==> config.mk <==
export PLATFORM = sky130hd
export DESIGN_NAME = rv32_debug_scanner
export DESIGN_NICKNAME = d
export VERILOG_FILES = /design/src/rtl/rv32_dbg_pkg.sv /design/src/rtl/dbg_wait_counter.sv /design/src/rtl/rv32_debug_scanner.sv
export SDC_FILE = /design/constraint.sdc
export NUM_CORES = 1
export LEC_CHECK = 0
export ABC_AREA = 1
export CELL_PAD_IN_SITES_DETAIL_PLACEMENT = 0
export CELL_PAD_IN_SITES_GLOBAL_PLACEMENT = 1
export CORE_UTILIZATION = 40
export CTS_CLUSTER_SIZE = 24
export DETAILED_ROUTE_END_ITERATION = 10
export DONT_BUFFER_PORTS = 1
export PLACE_DENSITY = 0.78
export REMOVE_ABC_BUFFERS = 1
export SYNTH_ARGS = -nofsm -noshare
export SYNTH_HDL_FRONTEND = slang
export SYNTH_SLANG_ARGS = --single-unit
==> constraint.sdc <==
create_clock -name clk -period 1.83 [get_ports clk]
set_input_delay 0 -clock clk [delete_from_list [all_inputs] [get_ports clk]]
set_output_delay 0 -clock clk [all_outputs]
set_load 0.1 [all_outputs]
==> src/rtl/rv32_dbg_pkg.sv <==
// rv32_dbg_pkg: shared widths and scan state encoding for the debug scanner
package rv32_dbg_pkg;
  localparam int DBG_ADDR_W = 7;
  localparam int DBG_DATA_W = 32;
  typedef enum logic [2:0] {
    S_IDLE   = 3'd0,
    S_STEP   = 3'd1,
    S_SETTLE = 3'd2,
    S_SET    = 3'd3,
    S_WAIT   = 3'd4,
    S_EMIT   = 3'd5,
    S_DONE   = 3'd6
  } scan_state_t;
endpackage

==> src/rtl/dbg_wait_counter.sv <==
// dbg_wait_counter: loadable down-counter that parks at zero and flags it
module dbg_wait_counter #(
  parameter int W = 3
) (
  input  logic         clk,
  input  logic         rst,
  input  logic         load_i,
  input  logic [W-1:0] load_val_i,
  output logic         zero_o
);
  logic [W-1:0] cnt_q;
  always_ff @(posedge clk) begin
    if (rst) cnt_q <= '0;
    else if (load_i) cnt_q <= load_val_i;
    else if (cnt_q != '0) cnt_q <= cnt_q - 1'b1;
  end
  assign zero_o = cnt_q == '0;
endmodule

==> src/rtl/rv32_debug_scanner.sv <==
// rv32_debug_scanner: optionally steps the core, then sweeps its debug registers into a valid/ready stream
module rv32_debug_scanner
  import rv32_dbg_pkg::*;
#(
  parameter int ADDR_W    = DBG_ADDR_W,
  parameter int DATA_W    = DBG_DATA_W,
  parameter int NUM_REGS  = 32,
  parameter int ADDR_WAIT = 2,
  parameter int SETTLE    = 4
) (
  input  logic              clk,
  input  logic              rst,
  input  logic              halt,
  input  logic              start,
  input  logic              do_step,
  input  logic              abort,
  output logic              debug_en,
  output logic              debug_step,
  output logic [ADDR_W-1:0] debug_addr,
  input  logic [DATA_W-1:0] debug_data,
  output logic              out_valid,
  input  logic              out_ready,
  output logic [ADDR_W-1:0] out_addr,
  output logic [DATA_W-1:0] out_data,
  output logic              busy,
  output logic              done
);
  localparam int MAX_CNT = SETTLE > ADDR_WAIT ? SETTLE : ADDR_WAIT;
  localparam int CNT_W = $clog2(MAX_CNT + 1);
  scan_state_t state_q, state_d;
  logic [ADDR_W:0] idx_q;
  logic [ADDR_W-1:0] debug_addr_q, out_addr_q;
  logic [DATA_W-1:0] out_data_q;
  logic debug_en_q, debug_step_q, out_valid_q, done_q;
  logic cnt_zero, cnt_load, last;
  logic [CNT_W-1:0] cnt_val;
  // the counter is loaded in the single cycle preceding each timed state
  assign cnt_load = state_q == S_STEP || state_q == S_SET;
  assign cnt_val = state_q == S_STEP ? CNT_W'(SETTLE - 1) : CNT_W'(ADDR_WAIT - 1);
  assign last = idx_q == (ADDR_W+1)'(NUM_REGS - 1);
  dbg_wait_counter #(.W(CNT_W)) u_cnt (
    .clk        (clk),
    .rst        (rst),
    .load_i     (cnt_load),
    .load_val_i (cnt_val),
    .zero_o     (cnt_zero)
  );
  always_comb begin
    state_d = state_q;
    case (state_q)
      S_IDLE:   state_d = start ? (do_step ? S_STEP : S_SET) : S_IDLE;
      S_STEP:   state_d = S_SETTLE;
      S_SETTLE: state_d = cnt_zero ? S_SET : S_SETTLE;
      S_SET:    state_d = S_WAIT;
      S_WAIT:   state_d = cnt_zero ? S_EMIT : S_WAIT;
      S_EMIT:   state_d = out_ready ? (last ? S_DONE : S_SET) : S_EMIT;
      default:  state_d = S_IDLE;
    endcase
    if (abort) state_d = S_IDLE;
  end
  always_ff @(posedge clk) begin
    if (rst) begin
      state_q      <= S_IDLE;
      idx_q        <= '0;
      debug_en_q   <= 1'b0;
      debug_step_q <= 1'b0;
      debug_addr_q <= '0;
      out_valid_q  <= 1'b0;
      out_addr_q   <= '0;
      out_data_q   <= '0;
      done_q       <= 1'b0;
    end else begin
      state_q      <= state_d;
      debug_en_q   <= state_d != S_IDLE || halt;
      debug_step_q <= state_d == S_STEP;
      out_valid_q  <= state_d == S_EMIT;
      done_q       <= state_d == S_DONE;
      if (state_q == S_IDLE) idx_q <= '0;
      else if (state_q == S_EMIT && out_ready && !last) idx_q <= idx_q + 1'b1;
      if (state_q == S_SET && !abort) debug_addr_q <= idx_q[ADDR_W-1:0];
      if (state_q == S_WAIT && cnt_zero && !abort) begin
        out_addr_q <= idx_q[ADDR_W-1:0];
        out_data_q <= debug_data;
      end
    end
  end
  assign debug_en   = debug_en_q;
  assign debug_step = debug_step_q;
  assign debug_addr = debug_addr_q;
  assign out_valid  = out_valid_q;
  assign out_addr   = out_addr_q;
  assign out_data   = out_data_q;
  assign done       = done_q;
  assign busy       = state_q != S_IDLE;
endmodule

Yosys cells after proc, flatten, opt, wreduce, memory -nomap -nowiden
Cells that the tools add are included.
- register bits: 64
- input port bits: 39
- output and inout port bits: 51
- word-level logic and storage cells: 48
- equality and inequality tests: 9
- reduce and logical (&&, ||, !) cells: 16
- add/sub/neg operators: 2
- mux-type cells: 11
- operator list (operator ; count):
    $pmux W3 S6 ; 1
    $mux W3 ; 5
    $eq A3 B3 Y1 const B ; 4
    $reduce_bool A3 Y1 ; 3
    $add A8 B1 Y8 const B ; 1
    $eq A8 B5 Y1 const B ; 1
    $eq A3 B1 Y1 const B ; 2
    $eq A3 B2 Y1 const B ; 2
    $logic_not A3 Y1 ; 2
    $mux W2 ; 3
    $logic_and A1 B1 Y1 ; 5
    $sub A3 B1 Y3 const B ; 1
    $logic_not A1 Y1 ; 2
    $logic_or A1 B1 Y1 ; 2
    $mux W1 ; 2
    $reduce_bool A2 Y1 ; 1
    $reduce_or A2 Y1 ; 1

Depth between registers and ports, before layout
Gate-level depths: netlist of run 1.
- word-level depth: 7
- mapped depth: 11
- depth with buffers taken out: 11

Hierarchy
A second synthesis of run 1 with hierarchy kept.
- cells, all modules: 342
- area, all modules: 2642.5 sq um
- by module, submodules not included (module ; area an instance (sq um) ; sequential area each (sq um) ; instances ; cells an instance):
    rv32_debug_scanner ; 2443.6 ; 1221.2 ; 1 ; 314
    dbg_wait_counter ; 198.9 ; 60.1 ; 1 ; 28

Worst setup path after synthesis of run 1
Ideal clock, no wire load.
- path kind: register -> register
- start point: register state_q[2]
- end point: register debug_en_q (netlist: debug_en)
- period minus slack after synthesis: 1.581 ns
- arrival: 1.463 ns
- stages on the path, launching flop included: 10
- path buffers: 0
- setup time: 0.118 ns
- setup slack: 0.249 ns
- data required time: 1.712 ns
- path through: dfxtp_1 > inv_2 > nand2_2 > inv_2 > nand3b_1 > nand3_1 > nand2_1 > nand2_1 > nor2_1 > nor2_1
- longest elaborated chain between the ends: 5
- elaborated cells on any way between the ends: 10
- those cells by class: 5 x eq/ne; 2 x mux; 3 x reduce/logical
- ends and longest elaborated chain (item ; RTL line ; source):
    start, declared ; rv32_debug_scanner.sv:30 ; scan_state_t state_q, state_d;
    start signal, assigned ; rv32_debug_scanner.sv:73 ; state_q <= state_d;
    $eq A3 B3 Y1 (tied with other cells) ; rv32_debug_scanner.sv:50 ; case (state_q)
    $pmux W3 S6 (*) ; rv32_debug_scanner.sv:50 ;
    $mux W3 (*) ; rv32_debug_scanner.sv:59 ; if (abort) state_d = S_IDLE;
    $reduce_bool A3 Y1 (*) ; rv32_debug_scanner.sv:74 ; debug_en_q <= state_d != S_IDLE || halt;
    $logic_or A1 B1 Y1 (*) ; rv32_debug_scanner.sv:74 ;
    end signal, assigned ; rv32_debug_scanner.sv:74 ;
    end, declared ; rv32_debug_scanner.sv:34 ; logic debug_en_q, debug_step_q, out_valid_q, done_q;
Every way passes the cells marked *; elsewhere a longest branch is shown, timed or not.
A chain may end at the register's enable or synchronous reset.

Worst setup path after layout of run 1
- start point: register u_cnt.cnt_q[0]
- end point: register debug_en_q (netlist: debug_en)
- longest elaborated chain between the ends: 6
- elaborated cells on any way between the ends: 7
- those cells by class: 4 x mux; 3 x reduce/logical
- ends and longest elaborated chain (item ; RTL line ; source):
    start, declared ; dbg_wait_counter.sv:11 ; logic [W-1:0] cnt_q;
    start signal, assigned ; dbg_wait_counter.sv:14 ; else if (load_i) cnt_q <= load_val_i;
    start signal, assigned ; dbg_wait_counter.sv:15 ; else if (cnt_q != '0) cnt_q <= cnt_q - 1'b1;
    $logic_not A3 Y1 (*) ; dbg_wait_counter.sv:17 ; assign zero_o = cnt_q == '0;
    $mux W1 ; rv32_debug_scanner.sv:53, rv32_debug_scanner.sv:55 ;
    $pmux W3 S6 (*) ; rv32_debug_scanner.sv:50 ;
    $mux W3 (*) ; rv32_debug_scanner.sv:59 ;
    $reduce_bool A3 Y1 (*) ; rv32_debug_scanner.sv:74 ;
    $logic_or A1 B1 Y1 (*) ; rv32_debug_scanner.sv:74 ;
Marks and branches as above.

==> out/metrics.csv, run 1 <==
metric,value,unit
r2r_start,u_cnt.cnt_q[0]$_SDFFE_PP0P_,
finalCritPeriodShare,90.8,%
gr-usage-met3,5.05,%
p_leak,0.00154,uW
status,"finished, final reports clean",
clockBufferDepth,2,
grt_pass1_wl,9.17,mm
ys_seq_elements,64,
crit_path_end_kind,flip-flop,
dp_hpwl,3.87,mm
first_pass_iters,4,
portBuffers,0,
wl,6.28,mm
use_met2,31.6,%
gp_congestion,0.832,
r2r.worst_path.cells,11,
crit_required,2.05,ns
groute.usage.overall,18.3,%
finalHoldViolCount,0,
rr_endpoint,debug_en$_SDFF_PP0_,
antenna_found_initial,0,
fp.coreArea,0.00606,mm2
final.setup.tns,0,ns
nNetsFinal,459,
fin_skew,0.00948,ns
yosysMostFrequentCell,dfxtp_1,
cts-buffers-inserted,9,
setup_viol,0,
top_usage_layer,met2,
synth_top_area_share,49.6,%
drc,0,
finalPower,3190,uW
postCtsSetupBuffers,0,
die_w,82.3,um
worstSkewPairLatency,0.34,ns
yosys_warnings,0,
cp_max_fo,6,
dieArea,0.00678,mm2
grtUsageMet1,20.8,%
synth_cell_types,31,
holdCritStartpoint,start,
hold_end,done$_SDFF_PP0_,
dpl.cell_count,444,
p_per_area,883,mW/mm2
ios,90,
synth-main-ff-cell,dfxtp_1,
die_y,82.3,um
period_needed,1.66,ns
cap_violations,0,
initial_core_util,42.6,%
clockRootBuffer,clkbuf_8,
start_kind,flip-flop,
syn_inst,329,
drt-initial-drc-count,78,
rows,28,
yosysSeqAreaShare,49.6,%
detail-route-antenna-nets,0,
hold_slack,0.0304,ns
hold_path_depth,5,
syn_area,0.00258,mm2
cts_num_sinks,64,
clk_pin_slew,0.07,ns
vias,2406,
grt_max_degree,79,
layoutNonFillerInstCount,496,
ir_drop,0.457,mV
yosys-top-cells-count,"dfxtp_1, inv_1, a21oi_1",
yosys.area.top_type,dfxtp_1,
grt_pass1_vias,2140,
vias_per_cell,4.85,
overflow,0,
synth.top_cells.by_area,"dfxtp_1, a21oi_1, o21ai_0",
crit_type,reg2reg,
avgSynthCellArea,7.85,um2
wire_per_inst,12.7,um
cts_tree,built,
relSlewSlack,70.1,%
fmax,602,MHz
syn2layout_area_growth,39.8,%
synth_edf_count,0,
n_antenna_cell,0,
finalMaxSlewViolations,0,
worst_pin_slew,0.447,ns
layout-drive-gt1-share,21.1,%
async_flop_share,0,%
post_cts_resized,0,
rsz0062_at_grt,false,
cts_hold_buf,37,
hold_class,in2reg,
htreeDepth,3,
rrSetupSlack,0.17,ns
crit_arrival,1.88,ns
[cell type report]
cell class	instances	area, um2
sequential	64	1280
clock buffer	12	155
clock inverter	3	65.1
tap	75	93.8
timing repair buffer	91	788
fill	519	2450
multi-input combinational	189	993
inverter	62	233
[metrics by stage]
stage / util [%] / cell area (um2) / worst slack, ns
finish: 59.6 / 3610 / 0.169
global route: 59.6 / 3610 / 0.0362
CTS: 59.6 / 3610 / 0.153
detailed placement: 49.8 / 3020 / 0.206
global placement: 49.8 / 3020 / 0.247
floorplan: - / 2510 / -0.380
[worst max-delay path: stages, from the launching register on]
cell and delay, ns:
dfxtp_1 0.33, inv_1 0.05, ha_1 0.19, ha_1 0.23, inv_1 0.15, nor2_1 0.06
nor2_1 0.14, nand2_1 0.08, nand2_2 0.11, nand2_1 0.06, nor2_1 0.10, nor2_1 0.04
[placed cells by master, fill, tap and decap left out, types with 2 or more instances in the layout]
master and instances:
o21ai_1 3, xor2_1 3, bufinv_16 2, dlygate4sd3_1 37, o21ai_0 45, nand3_1 9, nor2_1 28, nand2_2 3
buf_4 53, nor3_2 2, dfxtp_1 64, ha_1 3, clkbuf_8 11, nand2_1 24, inv_2 4, nand4_1 2
a21oi_1 48, nor2_2 5, nor2_4 3, nand3_2 2, inv_1 58
[power by group]
part / total (uW) / internal (uW) / switching, uW
registers: 1450 / 1430 / 19.1
logic: 378 / 148 / 230
clock network: 1360 / 832 / 527
total: 3190 / 2410 / 776
[worst max path at each step]
stage                                start                  endpoint  slack (ns)  depth (start not counted)
2_1_floorplan  u_cnt.cnt_q[0]$_SDFFE_PP0P_  out_addr[0]$_SDFFE_PP0P_       -0.38                          6
5_1_grt        u_cnt.cnt_q[0]$_SDFFE_PP0P_       debug_en$_SDFF_PP0_        0.04                         11
3_3_place_gp   u_cnt.cnt_q[0]$_SDFFE_PP0P_       debug_en$_SDFF_PP0_        0.25                         11
3_5_place_dp   u_cnt.cnt_q[0]$_SDFFE_PP0P_       debug_en$_SDFF_PP0_        0.21                         11
4_1_cts        u_cnt.cnt_q[0]$_SDFFE_PP0P_       debug_en$_SDFF_PP0_        0.15                         11
6_report       u_cnt.cnt_q[0]$_SDFFE_PP0P_       debug_en$_SDFF_PP0_        0.17                         11
[per-layer routing]
metal,vias up,wire length [um]
li1,1223,-
met1,1091,2840
met2,82,2850
met3,10,476
met4,0,112
met5,-,0
[registers in the layout (all words and copies together), names as in the netlist]
signal       count
out_data        32
out_valid        1
idx_q            8
state_q          3
debug_addr       7
debug_step       1
done             1
u_cnt.cnt_q      3
out_addr         7
debug_en         1
[logic make-up (layout without fill, tap and decap cells)]
| logic type | after synthesis | after routing | synth area share, % |
|---|---|---|---|
| AO/OA/AOI/OAI | 99 | 99 | 19.5 |
| AND/OR/NAND/NOR | 84 | 84 | 16.5 |
| buffers and inverters | 76 | 168 | 11.9 |
| flip-flops | 64 | 64 | 49.6 |
| adder cells (fa/ha/maj) | 3 | 3 | 1.45 |
| XOR/XNOR | 3 | 3 | 1.02 |
Power figures use the tool's default switching activity.
==> run 2, diff against run 1 <==
--- a/config.mk
+++ b/config.mk
@@ -13,6 +13,7 @@
 export DETAILED_ROUTE_END_ITERATION = 10
 export DONT_BUFFER_PORTS = 1
 export PLACE_DENSITY = 0.78
+export RECOVER_POWER = 50
 export REMOVE_ABC_BUFFERS = 1
 export SYNTH_ARGS = -nofsm -noshare
 export SYNTH_HDL_FRONTEND = slang
==> out/metrics.csv, run 2 (same netlist as run 1, synthesis figures left out) <==
metric,value,unit
status,"finished, final reports clean",
cp-startpoint,u_cnt.cnt_q[0]$_SDFFE_PP0P_,
hold_class,in2reg,
cap_violations,0,
drc,0,
cts_hold_buf,37,
clk_pin_slew,0.07,ns
cts_num_sinks,64,
rsz0062_at_grt,false,
dieArea,0.00678,mm2
finalCritPeriodShare,90.8,%
vias_per_cell,4.85,
wire_per_inst,12.5,um
fmax,602,MHz
start_kind,flip-flop,
worstSkewPairLatency,0.34,ns
grt_max_degree,79,
fin_skew,0.0103,ns
layout-drive-gt1-share,19.2,%
crit_required,2.05,ns
clockRootBuffer,clkbuf_8,
drt-initial-drc-count,87,
cts-buffers-inserted,9,
crit_path_end_kind,flip-flop,
wl,6.22,mm
overflow,0,
finalMaxSlewViolations,0,
relSlewSlack,21.6,%
dp_hpwl,3.87,mm
ir_drop,0.457,mV
nNetsFinal,459,
detail-route-antenna-nets,0,
groute.usage.overall,18.3,%
portBuffers,0,
period_needed,1.66,ns
die_w,82.3,um
clockBufferDepth,2,
vias,2404,
hold_slack,0.0248,ns
first_pass_iters,4,
cp_max_fo,6,
finalPower,3180,uW
grt_pass1_wl,9.17,mm
p_leak,0.00148,uW
rows,28,
grt_pass1_vias,2140,
n_antenna_cell,0,
initial_core_util,42.6,%
antenna_found_initial,0,
post_cts_resized,0,
post-route-util,57.3,%
worst_pin_slew,1.18,ns
finalHoldViolCount,0,
final.setup.tns,0,ns
setup_viol,0,
fp.coreArea,0.00606,mm2
gp_congestion,0.832,
cts_tree,built,
largest_reg_flops,32,
holdCritStartpoint,start,
htreeDepth,3,
r2r_start,u_cnt.cnt_q[0]$_SDFFE_PP0P_,
mostFrequentLayoutCell,dfxtp_1,
ios,90,
final_cell_mix,"dfxtp_1, inv_1, a21oi_1, clkbuf_2, o21ai_0",
die_y,82.3,um
p_per_area,916,mW/mm2
crit_arrival,1.88,ns
postCtsSetupBuffers,0,
syn2layout_area_growth,34.5,%
crit_type,reg2reg,
[run 2: path summary, 6_finish.rpt]
kind | to | cells past startpoint | slack [ns]
max reg2reg | debug_en$_SDFF_PP0_ | 11 | 0.17
max | debug_en$_SDFF_PP0_ | 11 | 0.17
min | done$_SDFF_PP0_ | 5 | 0.02
min reg2reg | out_data[27]$_SDFFE_PP0P_ | 2 | 0.45
[run 2: stage by stage]
| step | cell area [um2] | std cells | setup WS (ns) |
|---|---|---|---|
| 6_report | 3470 | 496 | 0.169 |
| 5_1_grt | 3470 | 496 | 0.0362 |
| 4_1_cts | 3610 | 496 | 0.153 |
| 3_5_place_dp | 3020 | 444 | 0.206 |
| 3_3_place_gp | 3020 | 444 | 0.247 |
| 2_1_floorplan | 2510 | 315 | -0.380 |
[run 2: report_power, final]
part	internal, uW	switching [uW]
Sequential	1430	19.0
Clock	832	525
Combinational	143	229
Total	2410	773
[run 2: cell type report]
class	count	area, um2
clock buffers	12	155
clock inverters	3	65.1
fillers	563	2590
inverters	62	233
multi-input cells	189	988
flip-flops and latches	64	1280
well taps	75	93.8
repair buffers	91	654
[run 2: critical path: stages (launching register included)]
cell     delay, ns
dfxtp_1       0.33
inv_1         0.05
ha_1          0.19
ha_1          0.23
inv_1         0.15
nor2_1        0.06
nor2_1        0.14
nand2_1       0.08
nand2_2       0.11
nand2_1       0.06
nor2_1        0.10
nor2_1        0.04
[run 2: per-layer routing]
metal | part of all wire, % | global-route usage (%) | vias to the layer above
met5 | 0 | 0 | -
met4 | 1.8 | 8.95 | 0
met3 | 7.7 | 5.05 | 10
met2 | 45 | 31.6 | 82
met1 | 46 | 20.8 | 1083
li1 | - | - | 1229
==> run 3, diff against run 2 <==
--- a/config.mk
+++ b/config.mk
@@ -8,13 +8,14 @@
 export ABC_AREA = 1
 export CELL_PAD_IN_SITES_DETAIL_PLACEMENT = 0
 export CELL_PAD_IN_SITES_GLOBAL_PLACEMENT = 1
+export CORE_ASPECT_RATIO = 1.1
 export CORE_UTILIZATION = 40
 export CTS_CLUSTER_SIZE = 24
 export DETAILED_ROUTE_END_ITERATION = 10
 export DONT_BUFFER_PORTS = 1
 export PLACE_DENSITY = 0.78
-export RECOVER_POWER = 50
 export REMOVE_ABC_BUFFERS = 1
+export SKIP_LAST_GASP = 1
 export SYNTH_ARGS = -nofsm -noshare
 export SYNTH_HDL_FRONTEND = slang
 export SYNTH_SLANG_ARGS = --single-unit
==> out/metrics.csv, run 3 (same netlist as run 1, synthesis figures left out) <==
metric,value,unit
status,"finished, final reports clean",
cp_cell_sequence,"nor2_4, nand2_2, inv_2, nand3b_1, nand3_1, dlygate4sd3_1, nor3_2",
final.setup.tns,0,ns
start_kind,flip-flop,
dp_hpwl,3.81,mm
finalPower,3120,uW
fp.coreArea,0.00619,mm2
rr_endpoint,out_valid$_SDFF_PP0_,
r2r_start,state_q[0]$_SDFF_PP0_,
finalHoldViolCount,0,
crit_type,reg2reg,
cp_slowest_cell,dlygate4sd3_1,
initial_core_util,41.7,%
grt_pass1_wl,9.61,mm
p_int,2360,uW
rrSetupSlack,0.14,ns
drt-initial-drc-count,71,
fin_skew,0.00985,ns
crit_path_end_kind,flip-flop,
relSlewSlack,69.8,%
clockRootBuffer,clkbuf_8,
ir_drop,0.418,mV
cp_max_fo,5,
netSwitchingFraction,24.4,%
pwr-share-seq,46.4,%
top_usage_layer,met2,
vias,2366,
dieArea,0.00678,mm2
p_sw,762,uW
vias_per_cell,4.69,
syn2layout_area_growth,40.7,%
setup_viol,0,
wire_per_inst,12.1,um
gp_congestion,0.798,
worst_pin_slew,0.452,ns
rows,30,
r2r.worst_path.cells,7,
cap_violations,0,
n_antenna_cell,0,
period_needed,1.69,ns
overflow,0,
grt_pass1_vias,2168,
detail-route-antenna-nets,0,
hold_class,in2reg,
p_leak,0.00155,uW
antenna_found_initial,0,
use_met2,31.4,%
cts_num_sinks,64,
p_per_area,860,mW/mm2
worstSkewPairLatency,0.34,ns
wl,6.12,mm
cts_tree,built,
fmax,591,MHz
finalCritPeriodShare,92.4,%
seqCellArea,0.00128,mm2
critPathBufInv,2,
crit_arrival,1.95,ns
die_w,78.6,um
clk_pin_slew,0.07,ns
first_pass_iters,4,
cts-buffers-inserted,9,
comb_power_share,12.5,%
mostFrequentLayoutCell,dfxtp_1,
clockBufferDepth,2,
groute.usage.overall,18.4,%
drc,0,
grtUsageMet1,20.9,%
multi_input_area,993,um2
final_cell_mix,"dfxtp_1, inv_1, buf_4, a21oi_1, o21ai_0",
crit_required,2.09,ns
hold_end,state_q[2]$_SDFF_PP0_,
portBuffers,0,
fillCellCount,542,
pwr-share-clk,41.0,%
finalMaxSlewViolations,0,
die_y,86.3,um
ios,90,
grt_max_degree,79,
postCtsSetupBuffers,0,
path_delay_family,buffers and inverters,
largest_reg_flops,32,
nNetsFinal,461,
hold_path_depth,5,
layout-drive-gt1-share,21.9,%
holdCritStartpoint,out_ready,
htreeDepth,3,
gr-usage-met3,5.26,%
rsz0062_at_grt,false,
slowest_delay,0.60,ns
-- run 3: cell count changes in the layout (fill, tap and decap cells not counted), moves of 2 or more --
cell	previous run	this run
buf_1	2	0
buf_4	2	54
clkbuf_1	4	1
clkbuf_2	46	0
clkbuf_8	11	13
inv_1	59	57
inv_2	3	5
nor2_1	30	28
nor2_2	3	5
-- run 3: worst register-to-register path: stages, from the launching register on --
cell and delay [ns]:
dfxtp_1 0.44, nor2_4 0.09, nand2_2 0.08, inv_2 0.04, nand3b_1 0.08, nand3_1 0.11, dlygate4sd3_1 0.60, nor3_2 0.17
-- run 3: repair_timing --
item,4_1_cts,5_1_grt
endpoints found under the hold margin,56,0
hold buffers,38,0
resized for setup,0,2
setup endpoints to repair,0,2
-- run 3: cell type report --
cell class | instances | area share, %
flip-flops and latches | 64 | 35.3
multi-input cells | 189 | 27.4
repair buffers | 93 | 22.2
clock inverters | 2 | 0.965
clock buffers | 14 | 5.03
well taps | 80 | 2.76
inverters | 62 | 6.41
-- run 3: stage by stage --
stage	hold WS [ns]	cells	area [um2]	worst slack (ns)	util [%]
2_1_floorplan	0.0697	315	2510	-0.380	-
3_3_place_gp	0.0741	450	3030	0.249	49.0
3_5_place_dp	0.0759	450	3030	0.196	49.0
4_1_cts	0.0136	504	3630	0.0691	58.6
5_1_grt	0.0459	504	3630	0.0201	58.6
6_report	0.0251	504	3630	0.139	58.6
-- run 3: worst max-delay path by stage --
stage / start / to / cells after the start
CTS: state_q[2]$_SDFF_PP0_ / out_valid$_SDFF_PP0_ / 7
finish: state_q[0]$_SDFF_PP0_ / out_valid$_SDFF_PP0_ / 7
global placement: u_cnt.cnt_q[0]$_SDFFE_PP0P_ / debug_en$_SDFF_PP0_ / 11
global route: state_q[1]$_SDFF_PP0_ / out_valid$_SDFF_PP0_ / 7
floorplan: u_cnt.cnt_q[0]$_SDFFE_PP0P_ / out_addr[0]$_SDFFE_PP0P_ / 6
detailed placement: u_cnt.cnt_q[0]$_SDFFE_PP0P_ / debug_en$_SDFF_PP0_ / 11
-- run 3: routing by layer --
layer | vias up | share of wire (%)
met5 | - | 0
li1 | 1226 | -
met3 | 10 | 7.0
met2 | 80 | 47
met4 | 0 | 1.7
met1 | 1050 | 44
-- run 3: power groups by stage --
stage	clock network, uW	logic (uW)	registers, uW
finish	1280	391	1450
global placement	0	295	1480
CTS	1310	380	1450
floorplan	0	208	1520
global route	1390	441	1450
detailed placement	0	309	1480
